### config.mk
export PLATFORM = sky130hd
export DESIGN_NAME = slot_sequencer
export DESIGN_NICKNAME = d
export VERILOG_FILES = /design/src/rtl/slot_pkg.sv /design/src/rtl/slot_sequencer_edge_detect.sv /design/src/rtl/slot_sequencer.sv
export SDC_FILE = /design/constraint.sdc
export NUM_CORES = 1
export LEC_CHECK = 0
export BUFFER_PORTS_ARGS = -buffer_cell sky130_fd_sc_hd__buf_2
export CAP_MARGIN = 20
export CORE_ASPECT_RATIO = 1.75
export CORE_MARGIN = 4
export CORE_UTILIZATION = 40
export CTS_CLUSTER_SIZE = 40
export DETAILED_ROUTE_END_ITERATION = 10
export PLACE_DENSITY = 0.67
export SLEW_MARGIN = 40
export SYNTH_ARGS = -nofsm -noshare
export SYNTH_HDL_FRONTEND = slang
export SYNTH_HIERARCHICAL = 1
export SYNTH_SLANG_ARGS = --single-unit
export TNS_END_PERCENT = 10
### constraint.sdc
create_clock -name clk_2 -period 5.08 [get_ports clk_2]
set_input_delay 1.016 -clock clk_2 [delete_from_list [all_inputs] [get_ports clk_2]]
set_output_delay 1.016 -clock clk_2 [all_outputs]
set_load 0.02 [all_outputs]
### src/rtl/slot_pkg.sv
// Shared types and helpers for the slot machine game controller.
package slot_pkg;

  typedef enum logic [2:0] {
    ST_IDLE  = 3'd0,
    ST_SPIN0 = 3'd1,
    ST_SPIN1 = 3'd2,
    ST_SPIN2 = 3'd3,
    ST_EVAL  = 3'd4,
    ST_PAY   = 3'd5
  } slot_state_t;

  localparam int PAY_TRIPLE_DFLT = 10;
  localparam int PAY_PAIR_DFLT   = 2;

  // Unsigned add clamped to max_val; the carry bit keeps overflow visible.
  function automatic logic [31:0] sat_add(input logic [31:0] a,
                                          input logic [31:0] b,
                                          input logic [31:0] max_val);
    logic [32:0] sum;
    sum = {1'b0, a} + {1'b0, b};
    if (sum > {1'b0, max_val}) begin
      return max_val;
    end
    return sum[31:0];
  endfunction

endpackage

### src/rtl/slot_sequencer_edge_detect.sv
// Rising-edge detector for a level switch; the history flop resets high so a
// switch held through reset does not look like a fresh press.
module edge_detect (
  input  logic clk_i,
  input  logic rst_ni,
  input  logic sig_i,
  output logic rise_o
);

  logic sig_q;

  always_ff @(posedge clk_i or negedge rst_ni) begin
    if (!rst_ni) begin
      sig_q <= 1'b1;
    end else begin
      sig_q <= sig_i;
    end
  end

  assign rise_o = sig_i & ~sig_q;

endmodule

### src/rtl/slot_sequencer.sv
// Three-reel slot machine controller: credit bookkeeping, reel release/freeze
// sequencing with auto-stop, scoring of the frozen symbols and payout.
module slot_sequencer
  import slot_pkg::*;
#(
  parameter int SYM_W      = 4,
  parameter int CREDIT_W   = 8,
  parameter int MAX_CREDIT = 99,
  parameter int BET        = 1,
  parameter int AUTO_STOP  = 8,
  parameter int PAY_TRIPLE = PAY_TRIPLE_DFLT,
  parameter int PAY_PAIR   = PAY_PAIR_DFLT
) (
  input  logic                clk_2,
  input  logic                reset_n,
  input  logic                coin,
  input  logic                start,
  input  logic                stop,
  input  logic [SYM_W-1:0]    reel0,
  input  logic [SYM_W-1:0]    reel1,
  input  logic [SYM_W-1:0]    reel2,
  output logic [2:0]          freeze,
  output logic                reels_clear,
  output logic [CREDIT_W-1:0] credits,
  output logic [CREDIT_W-1:0] payout,
  output logic                win,
  output logic [2:0]          state
);

  localparam int TIMER_W = (AUTO_STOP > 1) ? $clog2(AUTO_STOP) : 1;

  logic coin_rise, start_rise, stop_rise;

  edge_detect u_coin_edge  (.clk_i(clk_2), .rst_ni(reset_n), .sig_i(coin),  .rise_o(coin_rise));
  edge_detect u_start_edge (.clk_i(clk_2), .rst_ni(reset_n), .sig_i(start), .rise_o(start_rise));
  edge_detect u_stop_edge  (.clk_i(clk_2), .rst_ni(reset_n), .sig_i(stop),  .rise_o(stop_rise));

  slot_state_t         state_q;
  logic [2:0]          freeze_q;
  logic                reels_clear_q;
  logic [CREDIT_W-1:0] credits_q, credits_d;
  logic [CREDIT_W-1:0] payout_q;
  logic                win_q;
  logic [TIMER_W-1:0]  timer_q;

  logic                bet_take;
  logic                reel_stop;
  logic [CREDIT_W-1:0] score;
  logic [31:0]         base_sum;
  logic [31:0]         pay_add;

  assign bet_take  = (state_q == ST_IDLE) && start_rise && (credits_q >= CREDIT_W'(BET));
  assign reel_stop = stop_rise || (timer_q == TIMER_W'(AUTO_STOP - 1));

  always_comb begin
    score = '0;
    if ((reel0 == reel1) && (reel1 == reel2)) begin
      score = CREDIT_W'(PAY_TRIPLE);
    end else if ((reel0 == reel1) || (reel1 == reel2) || (reel0 == reel2)) begin
      score = CREDIT_W'(PAY_PAIR);
    end
  end

  // Coin, bet and payout are summed first so saturation sees the net result.
  always_comb begin
    base_sum  = 32'(credits_q) + (coin_rise ? 32'd1 : 32'd0) - (bet_take ? 32'(BET) : 32'd0);
    pay_add   = (state_q == ST_PAY) ? 32'(payout_q) : 32'd0;
    credits_d = CREDIT_W'(sat_add(base_sum, pay_add, 32'(MAX_CREDIT)));
  end

  always_ff @(posedge clk_2 or negedge reset_n) begin
    if (!reset_n) begin
      state_q       <= ST_IDLE;
      freeze_q      <= 3'b111;
      reels_clear_q <= 1'b0;
      credits_q     <= '0;
      payout_q      <= '0;
      win_q         <= 1'b0;
      timer_q       <= '0;
    end else begin
      credits_q     <= credits_d;
      reels_clear_q <= 1'b0;
      case (state_q)
        ST_IDLE: begin
          if (bet_take) begin
            state_q       <= ST_SPIN0;
            freeze_q      <= 3'b000;
            reels_clear_q <= 1'b1;
            win_q         <= 1'b0;
            timer_q       <= '0;
          end
        end
        ST_SPIN0: begin
          if (reel_stop) begin
            freeze_q[0] <= 1'b1;
            state_q     <= ST_SPIN1;
            timer_q     <= '0;
          end else begin
            timer_q <= timer_q + 1'b1;
          end
        end
        ST_SPIN1: begin
          if (reel_stop) begin
            freeze_q[1] <= 1'b1;
            state_q     <= ST_SPIN2;
            timer_q     <= '0;
          end else begin
            timer_q <= timer_q + 1'b1;
          end
        end
        ST_SPIN2: begin
          if (reel_stop) begin
            freeze_q[2] <= 1'b1;
            state_q     <= ST_EVAL;
            timer_q     <= '0;
          end else begin
            timer_q <= timer_q + 1'b1;
          end
        end
        // All reels are frozen here, so the sampled symbols are stable.
        ST_EVAL: begin
          payout_q <= score;
          state_q  <= ST_PAY;
        end
        ST_PAY: begin
          win_q   <= (payout_q != '0);
          state_q <= ST_IDLE;
        end
        default: begin
          state_q <= ST_IDLE;
          timer_q <= '0;
        end
      endcase
    end
  end

  assign freeze      = freeze_q;
  assign reels_clear = reels_clear_q;
  assign credits     = credits_q;
  assign payout      = payout_q;
  assign win         = win_q;
  assign state       = state_q;

endmodule

* Word-level counts from Yosys, hierarchy flattened *
Cells that the tools add are included.

word-level totals
  input bits = 17
  bits in registers = 30
  output and inout port bits = 24
  word-level logic and storage cells = 82

operators by class
  muxes and demuxes = 24
  reductions and logical operators = 20
  magnitude comparators = 2
  eq/ne operators = 13
  add/sub/neg operators = 4
  bitwise logic cells = 7

operators by type and width
  operator               count
  $add A32 B8 Y33        1
  $gt A33 B7 Y1 const B  1
  $mux W8                4
  $mux W3                6
  $pmux W3 S5            1
  $eq A4 B4 Y1           3
  $sub A9 B1 Y10         1
  $add A8 B1 Y9          1
  $eq A3 B3 Y1 const B   3
  $pmux W3 S3            1
  $reduce_and A3 Y1      3
  $ge A8 B1 Y1 const B   1
  $ne A2 B2 Y1 const B   4
  $pmux W1 S2            4
  $reduce_bool A2 Y1     4
  $reduce_bool A8 Y1     1
  $mux W1                7
  $eq A3 B2 Y1 const B   2
  $not A1 Y1             4
  $reduce_and A2 Y1      2
  $reduce_and A4 Y1      1
  $add A3 B1 Y3 const B  1
  $and A1 B1 Y1          3
  $eq A3 B1 Y1 const B   1
  6 further kinds        10

* Depth between registers and ports, before layout *
  word-level depth = 10
  depth in mapped cells = 26
  mapped depth without buffers = 24

* Cells and area by module *
The synthesis kept the hierarchy.

modules (own cells, without submodules)
  module          cells each  instances  area each (µm²)  seq. area each (µm²)
  slot_sequencer  229         1          2047.0           529.3
  edge_detect     2           3          40.0             26.3

* Worst setup path after synthesis *
No wires, ideal clock.

  kind = input to register
  start point = input port start
  end point = register credits_q[0] (netlist: credits[0])
  required time = 4.949 ns
  path buffers = 1
  cell stages on the path = 21
  path slack = -0.652 ns
  setup time = 0.131 ns
  data arrival time = 5.600 ns
  cell sequence = nor2b_4 > a21boi_0 > nand2_1 > nor2_1 > ha_1 > inv_1 > ha_1 > fa_1 > a21oi_1 > o221ai_4 > a211o_2 > xnor2_1 > inv_1 > nor2_1 > nand3_1 > ha_1 > nor4bb_1 > nand4_1 > or4_1 > buf_2 > or3_1

between the ends
  longest elaborated chain between the ends = 9

ends and longest elaborated chain
  item                                   RTL line                          text
  start, declared                        slot_sequencer.sv:17              input logic start,
  $and A1 B1 Y1 (*)                      slot_sequencer_edge_detect.sv:20  assign rise_o = sig_i & ~sig_q;
  $logic_and A1 B1 Y1 (*) (2 in series)  slot_sequencer.sv:52              assign bet_take = (state_q == ST_IDLE) && start_rise && (credits_q >= CREDIT_W'(BET));
  $mux W1 (*)                            slot_sequencer.sv:66              base_sum = 32'(credits_q) + (coin_rise ? 32'd1 : 32'd0) - (bet_take ? 32'(BET) : 32'd0);
  $sub A9 B1 Y10 (*)                     slot_sequencer.sv:66
  $add A32 B8 Y33 (*)                    slot_pkg.sv:21                    sum = {1'b0, a} + {1'b0, b};
  $gt A33 B7 Y1                          slot_pkg.sv:22                    if (sum > {1'b0, max_val}) begin
  $mux W1                                slot_pkg.sv:22
  $mux W8 (*)                            slot_pkg.sv:25                    return sum[31:0];
  named net credits_d[0]                 slot_sequencer.sv:41              logic [CREDIT_W-1:0] credits_q, credits_d;
  end signal, assigned                   slot_sequencer.sv:81              credits_q <= credits_d;
  end, declared                          slot_sequencer.sv:41

Mark *: on every way through the listed nets, which the timed path passes. The rest lies on a longest branch.
A chain may end at the register's enable or synchronous reset.

* Final worst setup path *
  start point = register credits_q[2] (netlist: credits[2])
  end point = register credits_q[1] (netlist: credits[1])

between the ends
  longest elaborated chain between the ends = 8
  elaborated cells between the ends (all ways) = 9
  classes of those cells = add/sub (3); order compare (2); mux (3); reduce/logical (1)

ends and longest elaborated chain
  item                    RTL line
  $ge A8 B1 Y1            slot_sequencer.sv:52
  $logic_and A1 B1 Y1     slot_sequencer.sv:52
  $mux W1                 slot_sequencer.sv:66
  $sub A9 B1 Y10 (*)      slot_sequencer.sv:66
  $add A32 B8 Y33 (*)     slot_pkg.sv:21
  $gt A33 B7 Y1           slot_pkg.sv:22
  $mux W1                 slot_pkg.sv:22
  $mux W8 (*)             slot_pkg.sv:25
  named net credits_d[1]  slot_sequencer.sv:41

Marks and branches as above.

==> reports/results.txt <==
status = finished, violations left
violated checks = negative setup slack
reported max-cap violation count = 0
unrepaired setup endpoints after global routing = yes
area inside the core boundary = 5255 um^2
Layout Area Growth over Synthesis = 37.82%
maximum fanout along the worst path = 7
Leakage Power = 1.429 nW
critical path type = flop to flop
worst min-delay path startpoint = freeze[2]
I/O Pins = 41
number of warnings reported in the yosys synthesis log = 6
final std cells w/o fill = 369
Final Routed Wirelength = 5.726 mm
fillers = 465
worst-skew pair later-pin latency = 0.27 ns
Period Utilization, post-route = 101.8%
DRC marker count from the first detailed-route iteration = 51
launching instance or port of the critical path = credits[2]
Clock Skew = 0.004311 ns
CTS tree = done
count of standard-cell rows = 35
data required time of the worst path = 5.24 ns
number of standard cells after synthesis = 235
transition time at the pin with the least slew margin = 0.5458 ns
wire length of the first global-routing pass = 9.584 mm
Mapped Area = 2167 um^2
clock slew at the register clock pins of the worst setup and hold paths = 0.09 ns
total number of nets in the final design = 360
CTS Sinks = 24
area taken by multi-input logic gates = 1644 um^2
Post-synth EDFFs = 0
cell depth of the worst hold path = 2
H-tree levels = 1
via count of the routed design = 1,972
number of global-route vias before repair = 2,170
area of the die = 6706 um^2
# placed instances = 356
global-route usage over all layers = 17.68%
worst-case hold path end point = freeze[2]
cell type with the highest aggregate area in the netlist = dfrtp_1
count of pins over their slew limit = 0
Worst EP arrival = 5.33 ns
cell-internal power = 0.8602 mW
pre-CTS setup slack = -0.3329 ns
final core utilization = 56.83%
port buffer count = 34
time the worst path needs with I/O delays and setup = 5.173 ns
antenna violations before repair = 0
distinct cell type count after synthesis = 56
Sequential Power Share = 19.3%
Register-to-Register Setup Slack = -0.09 ns
Setup-failing EPs final = 2
worst-case setup margin in the final layout = -0.09342 ns
routed via count divided by cell count = 5.344
area share of the largest cell type after synthesis = 20.79%
peak clock frequency supported by timing = 193.3 MHz
detail-routed net length per standard cell = 15.52 um
n_diodes = 0
root buf cell = clkbuf_8
type of origin of the critical path = flop
most frequent cell after synthesis = ha_1
post-synthesis area per instance = 9.222 um^2
sequential cell area = 608.1 um^2
routability congestion estimate = 0.7974
share of final-layout standard cells stronger than drive strength 1 = 44.90%
share of async-settable or async-resettable flops after synthesis = 100.0%
kind of path behind the tightest hold check = flop to flop
Vert. Die Dim = 105.4 um
pin count of the biggest net entering global routing = 25
Tot Pwr = 1.564 mW
pwr/cell area = 523.5 nW/um^2
Net Switching = 0.7033 mW
TritonCTS Buffers = 3
commonest cells in the netlist = ha_1, dfrtp_1, inv_1, xor2_1, nor2_1
category of the worst setup path capture point = flop
Max clock buf depth = 2
HPWL reported at the end of detailed placement = 4.515 mm
startpoint of the worst register-to-register path = credits[2]
main flop type after synthesis = dfrtp_1
Routed Antenna Nets = 0
global route total overflow = 0
initial core utilization = 41.24%
power share of the combinational group = 69.7%
number of detailed-routing iterations run before antenna repair = 4
endpoint of the lowest-slack register-to-register path = credits[1]
peak supply drop = 0.2853 mV
R2R cell count = 23
switching power as a share of total power = 44.98%
Max transition margin = 63.61%
fraction of the yosys area taken by sequential cells = 28.06%
number of remaining DRC errors = 0
floorplan die width = 63.64 um
part of the total power dissipated in the clock network = 11.0%
Final Hold Vio Count = 0
biggest area contributors in the synthesized netlist = dfrtp_1, ha_1, dfstp_2, xor2_1, inv_1
final-layout worst hold slack = 0.4661 ns
synthesis-stage register bit count = 24
## timing repair
item,4_1_cts,5_1_grt
pin swaps,19,0
hold buffers,0,0
resized for setup,22,1
buffers inserted,9,0
endpoints found under the setup margin,7,7
## layout make-up
type                    count  area share, %
inverters                  17          2.137
multi-input cells         187          55.05
well taps                  55          2.304
repair buffers             82          17.76
clock buffers               3          1.382
flip-flops and latches     24          20.36
clock inverters             1          1.005
## state kept, by name (all words and copies together) (netlist names)
signal and count:
credits 8, freeze 3, payout 2, reels_clear 1, state 3, timer_q 3
u_coin_edge/sig_q 1, u_start_edge/sig_q 1, u_stop_edge/sig_q 1, win 1
## layout by cell type (no fill, tap or decap), types with 3 or more instances in the layout
master	instances
ha_1	20
mux2_2	3
buf_2	34
a21oi_1	9
nor2b_4	3
nor4b_1	3
xnor2_1	4
conb_1	7
inv_2	4
o21ai_0	11
and3_1	5
dfstp_2	6
inv_1	13
clkbuf_8	3
nand2_1	9
ha_4	6
and2_1	3
dfrtp_1	18
nor2b_1	3
a21oi_2	3
nor2_1	14
buf_4	48
nand3_1	6
xor2_1	16
## power groups by stage
stage	Sequential [mW]	Combinational (mW)	Clock, mW
after detailed placement	0.302	1.02	0
after CTS	0.302	1.08	0.176
after floorplan	0.346	0.645	0
after global routing	0.311	1.20	0.181
final	0.302	1.09	0.172
after global placement	0.299	1.01	0
## worst max-delay path, stage by stage (launching register included)
cell	delay (ns)
dfrtp_1	0.37
inv_2	0.05
buf_4	0.12
buf_4	0.12
buf_4	0.12
buf_4	0.12
buf_4	0.12
buf_4	0.12
buf_4	0.12
buf_4	0.12
ha_1	0.49
a21oi_2	0.12
and2_4	0.18
xor2_1	0.14
ha_1	0.30
a21o_1	0.14
or3b_4	0.40
a211oi_4	0.26
nand3_1	0.12
ha_1	0.29
nor4bb_2	0.20
nand4_1	0.12
or4_4	0.53
or3_1	0.38
## logic make-up after synthesis
family	share of synthesized area, %
other	0.1730
DFF	28.06
xor gates and xnor gates	9.642
adders and majority gates	16.51
muxes	1.559
AOI/OAI and AO/OA	14.49
and+or+nand+nor	23.27
buffers and inverters	6.293
## routing by layer
metal  global-route usage (%)  up-vias  share of wire (%)
met5                        0        -                  0
met4                    8.192        0                3.9
met3                    2.452       16                3.5
met2                    35.15       46                 58
met1                    17.12      934                 34
li1                         -      976                  -
## how the worst max path moves through the flow
stage / to / slack, ns / cells after the start
detailed placement: credits[1] / -0.33 / 20
floorplan: credits[0] / -0.11 / 20
global route: credits[1] / -0.40 / 24
finish: credits[1] / -0.09 / 23
global placement: credits[1] / -0.23 / 20
CTS: credits[1] / -0.08 / 24
## per-stage QoR
step | area [um^2] | TNS (ns)
4_1_cts | 2983 | -0.1346
2_1_floorplan | 2285 | -0.2304
6_report | 2987 | -0.1642
5_1_grt | 2987 | -2.175
3_3_place_gp | 2744 | -1.137
3_5_place_dp | 2744 | -1.780
(Power assumes the default switching activity.)
